`config.mk`:
```
export PLATFORM = sky130hd
export DESIGN_NAME = spi_target_regs
export DESIGN_NICKNAME = d
export VERILOG_FILES = /design/src/rtl/spi_pkg.sv /design/src/rtl/spi_pin_sync.sv /design/src/rtl/spi_target_regs.sv
export SDC_FILE = /design/constraint.sdc
export NUM_CORES = 1
export LEC_CHECK = 0
export ABC_AREA = 1
export CAP_MARGIN = 20
export CORE_ASPECT_RATIO = 0.7
export CORE_UTILIZATION = 45
export CTS_CLUSTER_DIAMETER = 150
export DETAILED_ROUTE_END_ITERATION = 12
export MAX_ROUTING_LAYER = met4
export PLACE_DENSITY = 0.67
export SYNTH_ARGS = -nofsm -noshare
export SYNTH_HDL_FRONTEND = slang
export SYNTH_SLANG_ARGS = --single-unit
```
`constraint.sdc`:
```
create_clock -name i_clk -period 3 [get_ports i_clk]
set_clock_uncertainty 0.15 [all_clocks]
set_input_delay 0.3 -clock i_clk [delete_from_list [all_inputs] [get_ports i_clk]]
set_output_delay 0.3 -clock i_clk [all_outputs]
set_load 0.1 [all_outputs]
```
`src/rtl/spi_pkg.sv`:
```
// Shared types and constants for the SPI register target.
`timescale 1ns/1ps
package spi_pkg;
    typedef enum logic [1:0] {IDLE, CMD, WRITE, READ} spi_tgt_state_t;

    localparam int CMD_RW_BIT = 7;
    localparam int CMD_MB_BIT = 6;
    localparam int SPI_BYTE_W = 8;
endpackage

```
`src/rtl/spi_pin_sync.sv`:
```
// Two-flop synchronizer for one asynchronous SPI pin, with rise/fall strobes.
`timescale 1ns/1ps
module spi_pin_sync #(
    parameter logic RST_VAL = 1'b0
) (
    input  logic i_clk,
    input  logic i_reset_n,
    input  logic i_pin,
    output logic o_level,
    output logic o_rise,
    output logic o_fall
);
    logic [1:0] r_sync;
    logic       r_prev;

    always_ff @(posedge i_clk or negedge i_reset_n) begin
        if (!i_reset_n) begin
            r_sync <= {2{RST_VAL}};
            r_prev <= RST_VAL;
        end else begin
            r_sync <= {r_sync[0], i_pin};
            r_prev <= r_sync[1];
        end
    end

    assign o_level = r_sync[1];
    assign o_rise  = r_sync[1] & ~r_prev;
    assign o_fall  = ~r_sync[1] & r_prev;
endmodule

```
`src/rtl/spi_target_regs.sv`:
```
// SPI mode-0 target with an 8-bit register file; sclk/cs_n/mosi are oversampled in the clk domain.
`timescale 1ns/1ps
module spi_target_regs
    import spi_pkg::*;
#(
    parameter int                    ADDR_W   = 6,
    parameter logic [SPI_BYTE_W-1:0] DEVID    = 8'hE5,
    parameter logic [ADDR_W-1:0]     RST_ADDR = ADDR_W'('h1D),
    parameter logic [SPI_BYTE_W-1:0] RST_CODE = 8'h52
) (
    input  logic                  i_clk,
    input  logic                  i_reset_n,
    input  logic                  i_sclk,
    input  logic                  i_cs_n,
    input  logic                  i_mosi,
    output logic                  o_miso,
    output logic                  o_miso_oe,
    output logic                  o_wr_valid,
    output logic [ADDR_W-1:0]     o_wr_addr,
    output logic [SPI_BYTE_W-1:0] o_wr_data,
    output logic                  o_frame_done
);
    localparam int NUM_REGS = 2 ** ADDR_W;
    localparam int CNT_W    = $clog2(SPI_BYTE_W);

    logic w_sclk, w_sclk_rise, w_sclk_fall;
    logic w_cs_n, w_cs_rise, w_cs_fall;
    logic w_mosi, w_mosi_rise, w_mosi_fall;
    logic w_unused;

    spi_pin_sync #(.RST_VAL(1'b0)) u_sync_sclk (
        .i_clk(i_clk), .i_reset_n(i_reset_n), .i_pin(i_sclk),
        .o_level(w_sclk), .o_rise(w_sclk_rise), .o_fall(w_sclk_fall)
    );
    spi_pin_sync #(.RST_VAL(1'b1)) u_sync_cs_n (
        .i_clk(i_clk), .i_reset_n(i_reset_n), .i_pin(i_cs_n),
        .o_level(w_cs_n), .o_rise(w_cs_rise), .o_fall(w_cs_fall)
    );
    spi_pin_sync #(.RST_VAL(1'b0)) u_sync_mosi (
        .i_clk(i_clk), .i_reset_n(i_reset_n), .i_pin(i_mosi),
        .o_level(w_mosi), .o_rise(w_mosi_rise), .o_fall(w_mosi_fall)
    );

    assign w_unused = ^{w_sclk, w_cs_rise, w_cs_fall, w_mosi_rise, w_mosi_fall};

    spi_tgt_state_t                         r_state, w_state_nxt;
    logic [1:0]                             r_settle;
    logic                                   r_armed;
    logic [CNT_W-1:0]                       r_bit_cnt;
    logic [SPI_BYTE_W-2:0]                  r_shift_in;
    logic [SPI_BYTE_W-1:0]                  r_shift_out;
    logic                                   r_load_pend;
    logic                                   r_byte_seen;
    logic [ADDR_W-1:0]                      r_addr;
    logic                                   r_mb;
    logic                                   r_wr_valid;
    logic [ADDR_W-1:0]                      r_wr_addr;
    logic [SPI_BYTE_W-1:0]                  r_wr_data;
    logic                                   r_frame_done;
    logic [NUM_REGS-1:0][SPI_BYTE_W-1:0]    r_regs;

    logic [SPI_BYTE_W-1:0] w_byte_in;
    logic                  w_byte_done;
    logic                  w_soft_rst;
    logic [SPI_BYTE_W-1:0] w_rdata;

    assign w_byte_in   = {r_shift_in, w_mosi};
    assign w_byte_done = w_sclk_rise && (r_state != IDLE) &&
                         (r_bit_cnt == CNT_W'(SPI_BYTE_W - 1));
    assign w_soft_rst  = (r_addr == RST_ADDR) && (w_byte_in == RST_CODE);
    assign w_rdata     = (r_addr == '0) ? DEVID : r_regs[r_addr];

    always_ff @(posedge i_clk or negedge i_reset_n) begin
        if (!i_reset_n) r_state <= IDLE;
        else            r_state <= w_state_nxt;
    end

    always_comb begin
        w_state_nxt = r_state;
        case (r_state)
            IDLE:    if (r_armed && !w_cs_n) w_state_nxt = CMD;
            CMD:     if (w_byte_done) w_state_nxt = w_byte_in[CMD_RW_BIT] ? READ : WRITE;
            default: ;
        endcase
        if (r_state != IDLE && w_cs_n) w_state_nxt = IDLE;
    end

    // A frame already in progress when reset is released must be ignored, so
    // selection is only honoured after cs_n has been seen high post-reset.
    always_ff @(posedge i_clk or negedge i_reset_n) begin
        if (!i_reset_n) begin
            r_settle     <= '0;
            r_armed      <= 1'b0;
            r_bit_cnt    <= '0;
            r_shift_in   <= '0;
            r_shift_out  <= '0;
            r_load_pend  <= 1'b0;
            r_byte_seen  <= 1'b0;
            r_addr       <= '0;
            r_mb         <= 1'b0;
            r_wr_valid   <= 1'b0;
            r_wr_addr    <= '0;
            r_wr_data    <= '0;
            r_frame_done <= 1'b0;
            r_regs       <= '0;
        end else begin
            r_settle     <= {r_settle[0], 1'b1};
            r_wr_valid   <= 1'b0;
            r_frame_done <= 1'b0;
            if (r_settle[1] && w_cs_n) r_armed <= 1'b1;

            if (r_state == IDLE) begin
                r_bit_cnt   <= '0;
                r_shift_in  <= '0;
                r_shift_out <= '0;
                r_load_pend <= 1'b0;
                r_byte_seen <= 1'b0;
            end else begin
                if (w_sclk_rise) begin
                    r_shift_in <= w_byte_in[SPI_BYTE_W-2:0];
                    r_bit_cnt  <= r_bit_cnt + 1'b1;
                    if (w_byte_done) begin
                        r_byte_seen <= 1'b1;
                        case (r_state)
                            CMD: begin
                                r_addr      <= w_byte_in[ADDR_W-1:0];
                                r_mb        <= w_byte_in[CMD_MB_BIT];
                                r_load_pend <= w_byte_in[CMD_RW_BIT];
                            end
                            WRITE: begin
                                if (r_addr != '0) begin
                                    r_wr_valid <= 1'b1;
                                    r_wr_addr  <= r_addr;
                                    r_wr_data  <= w_byte_in;
                                    if (w_soft_rst) r_regs <= '0;
                                    else            r_regs[r_addr] <= w_byte_in;
                                end
                                if (r_mb) r_addr <= r_addr + 1'b1;
                            end
                            READ: begin
                                r_load_pend <= 1'b1;
                                if (r_mb) r_addr <= r_addr + 1'b1;
                            end
                            default: ;
                        endcase
                    end
                end

                if (w_sclk_fall && r_state == READ) begin
                    if (r_load_pend) begin
                        r_shift_out <= w_rdata;
                        r_load_pend <= 1'b0;
                    end else begin
                        r_shift_out <= {r_shift_out[SPI_BYTE_W-2:0], 1'b0};
                    end
                end

                // Deselect: a byte completing in this same clk has already committed above.
                if (w_cs_n) begin
                    r_frame_done <= r_byte_seen | w_byte_done;
                    r_bit_cnt    <= '0;
                    r_shift_in   <= '0;
                    r_shift_out  <= '0;
                    r_load_pend  <= 1'b0;
                end
            end
        end
    end

    assign o_miso       = (r_state == READ) ? r_shift_out[SPI_BYTE_W-1] : 1'b0;
    assign o_miso_oe    = ~w_cs_n;
    assign o_wr_valid   = r_wr_valid;
    assign o_wr_addr    = r_wr_addr;
    assign o_wr_data    = r_wr_data;
    assign o_frame_done = r_frame_done;
endmodule

```
==> out/results.txt <==
The run finished with clean final reports. Max-cap violations in this run came to 0. VDD sags by at most 0.5683 mV.

The final count of hold timing violations was 0; the worst relative slew slack was 31.21%. The fraction of final layout cells sized beyond drive strength 1 was 9.418%. In this run the worst hold path is classified as in2async. I/O pin count: 23. The clock-pin slew on the worst setup and hold paths is 0.07 ns. The depth of the most critical reg-to-reg path was 8; the core area was 0.05898 mm2.

The worst setup path is captured at a flip-flop. The pin count of the biggest net entering global routing was 99; the area used by multi-input combinational logic was 0.01007 mm2. The worst setup path is launched from a flip-flop. For this run, the post-layout net count is 3,257. The count of vias placed by the detailed router was 22.87k; the area of the mapped netlist was 0.02715 mm2. At the worst endpoint, the required time is 3.29 ns.

In this run, synthesis produced a sequential element count of 567. Counting the buffers created by CTS gives 54. Dominant cell type by area after synthesis: sky130_fd_sc_hd__dfrtp_1. The run gives 0 ns as the summed negative setup slack over all endpoints. The count of nets left with antenna violations once routing finished came out at 0.

Along the worst path, the maximum fanout reaches 83. Post-synthesis area per instance: 8.391 um2. Power spread over the standard cell area amounts to 494.4 mW/mm2.

The area enclosed by the die boundary is 0.06133 mm2, and the sequential fraction of the synthesis area is 52.28%. The critical path is of the reg2reg type. The number of warnings reported in the yosys synthesis log is 0, and the starting utilization of the core area is 46.03%. Counting every net in the synthesized netlist gives 3,245. Count of fill cells added during filler insertion: 5,624.

The tools report the clock network latency to the later pin of the worst-skew pair as 0.60 ns. The sum of internal, switching and leakage power was 15,040 uW. The H-tree generated during clock tree synthesis spans 2 levels. For this design, the sink count on the clock tree is 567. The floorplan step set the die height to 207.5 um. The post-route clock period utilization was 95.07%; the initial antenna violation count was 1. The shortest period the worst path allows came out at 2.852 ns. Wires add up to 82,040 um. Setup repair after global routing left no endpoint under its margin.

The number of global-route vias before repair came out at 21.85k. In the post-synthesis netlist, the biggest area contributors are sky130_fd_sc_hd__dfrtp_1 52%, sky130_fd_sc_hd__nand2_1 13%, sky130_fd_sc_hd__o22ai_1 12%. The reg-to-reg critical path startpoint is r_addr[0]$_DFFE_PN0P_.

The clock passes through at most 3 buffers. The antenna diode count is 0, and the number of unique standard cell types used by synthesis is 37. At the pin with the least slew margin, the transition time is 1.031 ns. The die is 295.6 um wide. The initialized floorplan defines 74 standard-cell rows. The first global-routing pass estimated 129,800 um of wire.

The total iterations of the first detailed-routing run is 5, and the leakage dissipation is 0.01342 uW. The setup check on the worst reg-to-reg path leaves a slack of 0.15 ns. The number of DRC violations after detailed routing is 0, and the layout overhead on the synthesized area is 12.08%.

Global routing finished with a remaining overflow of 0. After detailed routing, the number of vias per cell comes to 5.607. The tools report the count of routing violations after the opening detailed-route iteration as 2,895. The buffer cell driving the clock tree root is sky130_fd_sc_hd__clkbuf_16. Once detailed placement completed, the half-perimeter wirelength came to 52,040 um. For the data arrival time of the worst path, the log shows 3.14 ns. In this run the tool buffered the top-level ports with 22 buffer cells.

Global routing consumed, over all layers together, 27.88% of the routing resources. The number of placed instances, taps included, is 3,985. The post-route cell area is 0.03042 mm2, and the final setup violation count is 0.

The post-CTS resize count came out at 0. The routed wirelength normalized by instance count is 20.11 um. Routability-driven placement finished with a final weighted congestion of 0.9272. Of the post-synthesis cell area, the dominant cell type holds 52.08%.

After technology mapping, the gate count stands at 3,235. The post-placement cell area was 0.02866 mm2. The count of placed standard cells in the final layout, fillers left out was 4,079; the highest clock rate was 350.6 MHz. TritonCTS built the clock tree.

The tools report the worst flop-to-flop path endpoint as r_regs[150]$_DFFE_PN0P_. Summing all flip-flop and latch instances after layout gives 0.01420 mm2. The tools report the final max-slew violation count as 0.
==> routing by layer <==
layer	up-vias	track usage, %	share of wire, %	wire length (um)
met2	1060	35.54	39	32280
met4	0	5.414	1.8	1450
li1	10630	-	-	-
met5	-	-	0	0
met3	116	6.681	11	8777
met1	11060	44.04	48	39520
==> layout by cell type (no fill, tap or decap), drive strengths merged, types with 7 or more instances in the layout <==
master	instances
buf	126
nand3	25
nand2	915
nand4	12
clkinv	7
o22ai	521
clkbuf	80
a21oi	148
dfrtp	565
inv	553
o21ai	206
nor2	76
o211ai	9
==> metrics by stage <==
step,util [%],hold WS [ns],setup slack (ns)
floorplan,-,-0.1456,0.4575
finish,51.58,0.07967,0.1480
CTS,51.58,0.06741,0.1903
global placement,48.58,0.09165,-0.1416
detailed placement,48.59,0.1024,0.2244
global route,51.58,0.09528,0.03556
==> sequential cells by signal (all words and copies together) (netlist names), 2 cells and up <==
name,count
o_wr_addr,6
o_wr_data,8
r_addr,6
r_bit_cnt,3
r_regs,512
r_settle,2
r_shift_in,7
r_shift_out,8
r_state,2
u_sync_cs_n.r_sync,2
u_sync_mosi.r_sync,2
u_sync_sclk.r_sync,2
==> layout make-up <==
class                      count  share of cell area [%]
multi-input combinational   1937                   33.09
timing repair buffer         133                   4.433
inverter                     554                   6.847
tap                          798                   3.282
sequential                   567                   46.67
clock inverter                10                  0.5182
clock buffer                  80                   5.161
==> cells by family (layout without fill, tap and decap cells) <==
logic type	count (synthesis)	in the layout	synth area share, %
simple gates	1035	1035	14.92
compound gates	896	896	21.66
buf+inv	731	777	10.90
flops	567	567	52.28
fa+ha+maj	5	5	0.2305
other cells	1	1	0.01381
==> worst max-delay path, cell delays in order, from the launching register on <==
cell	delay [ns]
sky130_fd_sc_hd__dfrtp_4	0.49
sky130_fd_sc_hd__buf_12	0.32
sky130_fd_sc_hd__ha_1	0.22
sky130_fd_sc_hd__inv_1	0.07
sky130_fd_sc_hd__nor3_2	0.24
sky130_fd_sc_hd__nand4_4	0.36
sky130_fd_sc_hd__buf_12	0.35
sky130_fd_sc_hd__a21oi_4	0.31
sky130_fd_sc_hd__o22ai_1	0.12
==> synth_stat cells (all sizes together) <==
master and number:
nand4 12, ha 5, nand3 25, o22ai 521
nor3 5, o21ai 206, nand2 915, a21oi 148
nor2 76, o21a 4, nor4 2, dfrtp 565
a21boi 2, o211ai 9, inv 553, clkbuf 39
dfstp 2, a22oi 5, a211oi 1, conb 1
clkinv 1, buf 138
==> how the worst max path moves through the flow <==
stage / start / end / cells after the start
5_1_grt: r_bit_cnt[0]$_DFFE_PN0P_ / r_regs[448]$_DFFE_PN0P_ / 11
3_5_place_dp: r_addr[0]$_DFFE_PN0P_ / r_regs[150]$_DFFE_PN0P_ / 8
4_1_cts: r_addr[0]$_DFFE_PN0P_ / r_regs[150]$_DFFE_PN0P_ / 8
3_3_place_gp: r_addr[1]$_DFFE_PN0P_ / r_regs[27]$_DFFE_PN0P_ / 5
2_1_floorplan: r_addr[1]$_DFFE_PN0P_ / r_regs[15]$_DFFE_PN0P_ / 10
6_report: r_addr[0]$_DFFE_PN0P_ / r_regs[150]$_DFFE_PN0P_ / 8
==> report_power, final <==
group          total, uW  switching, uW  internal (uW)
clock               6920           2990           3930
combinational        414            322           92.3
sequential          7710           32.6           7670
total              15000           3350          11700
==> repair_timing <==
item                      in CTS  in global routing
hold endpoints to repair     502                  0
hold buffers                   4                  0
setup buffers                  0                  0
Power figures use the tool's default switching activity.
